==> src/rtl/timer_preempcao_param.sv <==
// Preemptive-scheduling timer: counts user-space cycles and requests a
// scheduler interrupt when the programmable quantum expires.
module timer_preempcao_param #(
  parameter int unsigned DATA_WIDTH      = 32,
  parameter int unsigned CNT_WIDTH       = 16,
  parameter int unsigned QUANTUM_DEFAULT = 80,
  parameter int unsigned KERNEL_LIMIT    = 3000,
  parameter int unsigned NPREEMP_WIDTH   = 8
) (
  input  logic                     clock_auto,
  input  logic                     reset_n,
  input  logic [DATA_WIDTH-1:0]    prog,
  input  logic [DATA_WIDTH-1:0]    preempcao,
  input  logic [DATA_WIDTH-1:0]    pcAtual,
  input  logic                     quantum_load,
  input  logic [CNT_WIDTH-1:0]     quantum_valor,
  input  logic                     irq_ack,
  output logic                     timer,
  output logic                     expirado,
  output logic [CNT_WIDTH-1:0]     contagem,
  output logic [NPREEMP_WIDTH-1:0] num_preempcoes
);

  typedef enum logic [1:0] {
    OCIOSO    = 2'd0,
    CONTANDO  = 2'd1,
    PENDENTE  = 2'd2,
    DESARMADO = 2'd3
  } state_e;

  state_e                   state_q, state_d;
  logic [CNT_WIDTH-1:0]     contagem_q, contagem_d;
  logic [CNT_WIDTH-1:0]     quantum_q, quantum_d;
  logic                     timer_q, timer_d;
  logic                     expirado_q, expirado_d;
  logic [NPREEMP_WIDTH-1:0] npre_q, npre_d;

  logic                     ativo;
  logic                     kernel;
  logic                     modo_valido;
  logic                     modo_periodico;
  logic [CNT_WIDTH-1:0]     quantum_novo;

  // Qualifiers derived from the current inputs.
  always_comb begin
    kernel         = pcAtual < DATA_WIDTH'(KERNEL_LIMIT);
    modo_periodico = preempcao == DATA_WIDTH'(2);
    modo_valido    = (preempcao == DATA_WIDTH'(1)) || modo_periodico;
    ativo          = (prog != '0) && modo_valido && !kernel;
    quantum_novo   = (quantum_valor == '0) ? CNT_WIDTH'(1) : quantum_valor;
  end

  // Next-state and output logic, priority: inactive, quantum load, ack, count.
  always_comb begin
    state_d    = state_q;
    contagem_d = contagem_q;
    timer_d    = timer_q;
    expirado_d = 1'b0;
    npre_d     = npre_q;
    quantum_d  = quantum_load ? quantum_novo : quantum_q;

    if (!ativo) begin
      contagem_d = '0;
      if ((state_q == PENDENTE) && !kernel) begin
        // Request survives a dropped program/mode until acknowledged.
        if (irq_ack) begin
          timer_d = 1'b0;
          state_d = OCIOSO;
        end
      end else begin
        timer_d = 1'b0;
        state_d = OCIOSO;
      end
    end else if (quantum_load && (state_q == CONTANDO)) begin
      // Restart with the new quantum; any same-cycle expiry is dropped.
      contagem_d = '0;
    end else begin
      case (state_q)
        OCIOSO: begin
          state_d    = CONTANDO;
          contagem_d = '0;
        end
        CONTANDO: begin
          if (contagem_q == (quantum_q - CNT_WIDTH'(1))) begin
            timer_d    = 1'b1;
            expirado_d = 1'b1;
            contagem_d = '0;
            state_d    = PENDENTE;
            if (npre_q != '1) begin
              npre_d = npre_q + NPREEMP_WIDTH'(1);
            end
          end else begin
            contagem_d = contagem_q + CNT_WIDTH'(1);
          end
        end
        PENDENTE: begin
          if (irq_ack) begin
            timer_d    = 1'b0;
            contagem_d = '0;
            state_d    = modo_periodico ? CONTANDO : DESARMADO;
          end
        end
        DESARMADO: begin
          timer_d = 1'b0;
        end
        default: begin
          state_d = OCIOSO;
        end
      endcase
    end
  end

  // State and output registers.
  always_ff @(posedge clock_auto or negedge reset_n) begin
    if (!reset_n) begin
      state_q    <= OCIOSO;
      contagem_q <= '0;
      quantum_q  <= CNT_WIDTH'(QUANTUM_DEFAULT);
      timer_q    <= 1'b0;
      expirado_q <= 1'b0;
      npre_q     <= '0;
    end else begin
      state_q    <= state_d;
      contagem_q <= contagem_d;
      quantum_q  <= quantum_d;
      timer_q    <= timer_d;
      expirado_q <= expirado_d;
      npre_q     <= npre_d;
    end
  end

  assign timer          = timer_q;
  assign expirado       = expirado_q;
  assign contagem       = contagem_q;
  assign num_preempcoes = npre_q;

endmodule

==> config.mk <==
export PLATFORM = sky130hd
export DESIGN_NAME = timer_preempcao_param
export DESIGN_NICKNAME = d
export VERILOG_FILES = /design/src/rtl/timer_preempcao_param.sv
export SDC_FILE = /design/constraint.sdc
export NUM_CORES = 1
export LEC_CHECK = 0
export ABC_AREA = 1
export CAP_MARGIN = 15
export CORE_ASPECT_RATIO = 0.9
export CORE_MARGIN = 2
export CORE_UTILIZATION = 40
export CTS_BUF_LIST = sky130_fd_sc_hd__clkbuf_16
export CTS_CLUSTER_DIAMETER = 30
export DETAILED_ROUTE_END_ITERATION = 16
export DONT_BUFFER_PORTS = 1
export SYNTH_ARGS = -nofsm -noshare
export SYNTH_HDL_FRONTEND = slang
export SYNTH_SLANG_ARGS = --single-unit
==> constraint.sdc <==
create_clock -name clock_auto -period 3.2 [get_ports clock_auto]
set_input_delay 0.8 -clock clock_auto [delete_from_list [all_inputs] [get_ports clock_auto]]
set_output_delay 0.8 -clock clock_auto [all_outputs]
set_load 0.005 [all_outputs]
==> results by group <==
Clock network
  • TritonCTS clock tree: done
  • Cell at the root of the clock tree: sky130_fd_sc_hd__clkbuf_16
  • Deepest level of the CTS H-tree: 2
  • Source-to-sink clock delay at the later pin of the worst-skew pair: approximately 290 ps
  • Num CTS Buffers: 5
  • Clock slew at reported path FFs: about 70 ps
  • Largest buffer count on any clock path: 2
  • Buffer count from post-CTS setup fixing: 0
  • Post-cts sizing count: 0
  • Post-cts hold buffer count: 0
  • Clock sink total: between 40 and 50

STA
  • Setup violation total in the final timing report: 0
  • Post-layout minimum cycle time: ~2400 ps
  • Total count of hold-check failures in the final report: 0
  • Highest Clock Rate: ~410 MHz
  • WHS: just over 200 ps
  • RSZ-0062 raised after global routing: false
  • Worst slew margin relative to its limit: between 50% and 60%
  • Final Slew Violations: 0
  • Setup slack after layout: around 760 ps
  • Final Cycle Share: around three quarters
  • Summed negative setup slack over all endpoints: 0 ps
  • Clk_skew: 4.94 ps
  • Worst-Margin Slew: between 500 and 600 ps

Worst hold path
  • Class of the tightest hold or removal check: in -> async

Synthesis
  • Compound-gate portion of the synthesized area: around 4.8%
  • Largest area contributor in the synthesized netlist: sky130_fd_sc_hd__dfrtp_1
  • Xor/xnor share of the synthesized area: just under 7%
  • Simple-gate share of the synthesized area: 48.2%
  • Share of Yosys cell area claimed by the top area cell type: 28.6%
  • Cell with the most instances after synthesis: sky130_fd_sc_hd__nand2_1
  • Proportion of synthesized flip-flops having asynchronous set or reset: between 90% and 100%
  • #FFs+latches synth: between 40 and 50
  • Ys flop type: sky130_fd_sc_hd__dfrtp_1
  • Yosys Warn Count: 0
  • Post-Synthesis Cell Area: around 3700 um2
  • Post-synthesis instance total: ~570
  • Unique masters post-synth: 36
  • Share of cell area taken by muxes after synthesis: 0%
  • Commonest cells in the synthesized netlist: 168 x sky130_fd_sc_hd__nand2_1, 110 x sky130_fd_sc_hd__nor2_1, 66 x sky130_fd_sc_hd__inv_1
  • Dominant cells by area after synthesis: sky130_fd_sc_hd__dfrtp_1 29%, sky130_fd_sc_hd__nand2_1 17%, sky130_fd_sc_hd__nor2_1 11%
  • Combinational family with the most area after synthesis: simple AND/OR/NAND/NOR gates
  • Post-synthesis sequential area ratio: 30.0%
  • Net Count, Synth: 695
  • Adder-cell share of the synthesized area: between 2 and 3%
  • Number of synthesized flops with an enable pin: 0
  • Avg Inst Size Synth: between 6 and 7 um2

Run status
  • Status: completed

Floorplan
  • Die Footprint: 9980 um2
  • Standard-cell row count: 33
  • Starting density of the core: around two fifths
  • Die Span Y: 95.0 um
  • Top-Level Pins: ~140
  • Core footprint: between 9000 and 10000 um2
  • Horizontal die dimension: 105 um

Placed design
  • Worst slack after detailed placement: ~680 ps
  • Port-buffer cells: 0
  • GP Congestion: ~0.86
  • Half-perimeter wire length of the detailed placement result: approximately 7500 um
  • Instance area after placement: roughly 3800 um2
  • Placed Cells: ~690

Worst setup path
  • Critical-path maximum fanout: 7
  • First element of the critical path: quantum_q[0]
  • Setup slack of the worst register-to-register path: 760 ps
  • Length in cells of the worst reg-to-reg path: 15
  • Startpoint-to-endpoint class of the critical path: reg -> reg
  • Worst r2r src: quantum_q[0]
  • Capture point of the worst path: num_preempcoes[7]
  • Required time of the worst setup path: between 3000 and 4000 ps
  • Worst path arrival time: about 2600 ps
  • Reg-to-Reg End: num_preempcoes[7]
  • Category of the worst setup path launch point: flop
  • Element type at the critical path end: flop

Layout
  • Non-filler cells, final: ~700
  • Number of nets in the layout: 698
  • Area of all placed cells without fillers: slightly below 4000 um2
  • Sequential cell area in the final layout: about 1100 um2
  • Relative area change from synthesis to final layout: 7.75%
  • Total area of multi-input combinational cells: around 2300 um2
  • Antenna Cells: 0
  • Share of layout cells above drive strength 1: under 10%
  • Count of fill cells added during filler insertion: 956

Global routing
  • Residual overflow from global routing: 0
  • Overall fraction of global-route tracks in use: 19.3%
  • Antenna violations before repair: 0
  • Via count of the first global-routing pass: 3353
  • Largest net degree at the start of global routing: 45
  • Global-route wire length before repair: around 16000 um

Run
  • Maximum Capacitance Violations: 0

Route
  • WL final: around 9300 um
  • DR vias: 3471
  • Drt initial violations: approximately 130
  • Total DRC errors in the routed layout: 0
  • Antenna Violating Nets Remaining: 0
  • Vias per cell: roughly 5
  • Detailed-router iteration count before antenna repair: 4
  • Drt wl/cell: 13.3 um

Power
  • Static power due to leakage: about 1.9 nW
  • Total power divided by cell area: 330 nW/um2
  • Worst ir drop on vdd: roughly 230 uV
## placed cells by master, fill, tap and decap left out, types with 2 or more instances in the layout
cell type / count
sky130_fd_sc_hd__dfrtp_1: 42
sky130_fd_sc_hd__nand3b_1: 7
sky130_fd_sc_hd__ha_1: 8
sky130_fd_sc_hd__nor3_2: 3
sky130_fd_sc_hd__nor2_4: 6
sky130_fd_sc_hd__inv_1: 66
sky130_fd_sc_hd__nor3b_1: 4
sky130_fd_sc_hd__nor3_1: 6
sky130_fd_sc_hd__o21ai_0: 22
sky130_fd_sc_hd__xnor2_1: 11
sky130_fd_sc_hd__xor2_1: 16
sky130_fd_sc_hd__nand4_2: 2
sky130_fd_sc_hd__nand2_1: 168
sky130_fd_sc_hd__nor2_1: 110
sky130_fd_sc_hd__nor4_1: 6
sky130_fd_sc_hd__nor2_2: 5
sky130_fd_sc_hd__a21oi_1: 5
sky130_fd_sc_hd__inv_2: 2
sky130_fd_sc_hd__nand3_2: 3
sky130_fd_sc_hd__nand4_1: 20
sky130_fd_sc_hd__clkbuf_16: 5
sky130_fd_sc_hd__nand3_1: 32
sky130_fd_sc_hd__clkinvlp_4: 2
sky130_fd_sc_hd__nand2_2: 10
sky130_fd_sc_hd__dfstp_2: 2
## per-stage QoR
| step | power (mW) | utilization [%] |
|---|---|---|
| 2_1_floorplan | 0.764 | - |
| 3_3_place_gp | 0.791 | 42.2 |
| 3_5_place_dp | 0.795 | 42.2 |
| 4_1_cts | 1.33 | 43.8 |
| 5_1_grt | 1.38 | 43.8 |
| 6_report | 1.31 | 43.8 |
## where the power goes
| group | internal, mW | total [mW] | switching, mW | leakage (nW) |
|---|---|---|---|---|
| clock | 0.291 | 0.522 | 0.231 | 0.0660 |
| combinational | 0.0727 | 0.190 | 0.118 | 1.23 |
| sequential | 0.576 | 0.595 | 0.0192 | 0.581 |
## worst max-delay path: stages, from the launching register on
cell and delay (ps):
sky130_fd_sc_hd__dfrtp_1 380, sky130_fd_sc_hd__inv_1 150, sky130_fd_sc_hd__ha_1 250, sky130_fd_sc_hd__nand3_2 180
sky130_fd_sc_hd__nor2_4 200, sky130_fd_sc_hd__nand2_1 60, sky130_fd_sc_hd__nand2_1 70, sky130_fd_sc_hd__nand2_2 80
sky130_fd_sc_hd__nor2_2 110, sky130_fd_sc_hd__nand2_1 70, sky130_fd_sc_hd__nor3_2 210, sky130_fd_sc_hd__nand3_2 120
sky130_fd_sc_hd__nor2_4 200, sky130_fd_sc_hd__nand2_4 100, sky130_fd_sc_hd__nand2_1 70, sky130_fd_sc_hd__nand2_1 50
## worst min-delay path by stage
stage                  startpoint                 to  slack [ps]  cells after the start
global placement    quantum_q[15]      quantum_q[15]         490                      2
global route              reset_n       contagem[15]         190                      0
finish                    reset_n  num_preempcoes[0]         200                      0
floorplan           quantum_q[15]      quantum_q[15]         460                      2
CTS                       reset_n       contagem[15]         190                      0
detailed placement  quantum_q[15]      quantum_q[15]         490                      2
## cell type report
class                   instances  share of cell area, %
clock inverters                 3                  0.600
flip-flops and latches         44                   27.8
clock buffers                   5                   3.16
well taps                     122                   3.85
inverters                      68                   6.44
multi-input cells             455                   58.1
## state kept, by name (all words and copies together), names as in the netlist
register,cells
state_q,2
quantum_q,16
timer,1
contagem,16
num_preempcoes,8
expirado,1
## logic make-up after synthesis
group | count (synthesis)
adder cells (fa/ha/maj) | 8
AND/OR/NAND/NOR | 387
buffers and inverters | 72
XOR/XNOR | 28
flip-flops | 44
AO/OA/AOI/OAI | 32
## per-layer routing
metal	vias up	global-route usage, %	routed length, um
met4	0	3.33	60
met1	1569	25.2	4300
met2	83	33.4	4440
met3	6	4.14	466
met5	-	0	0
li1	1813	-	-
No activity file was read; power rests on OpenSTA's default activity.
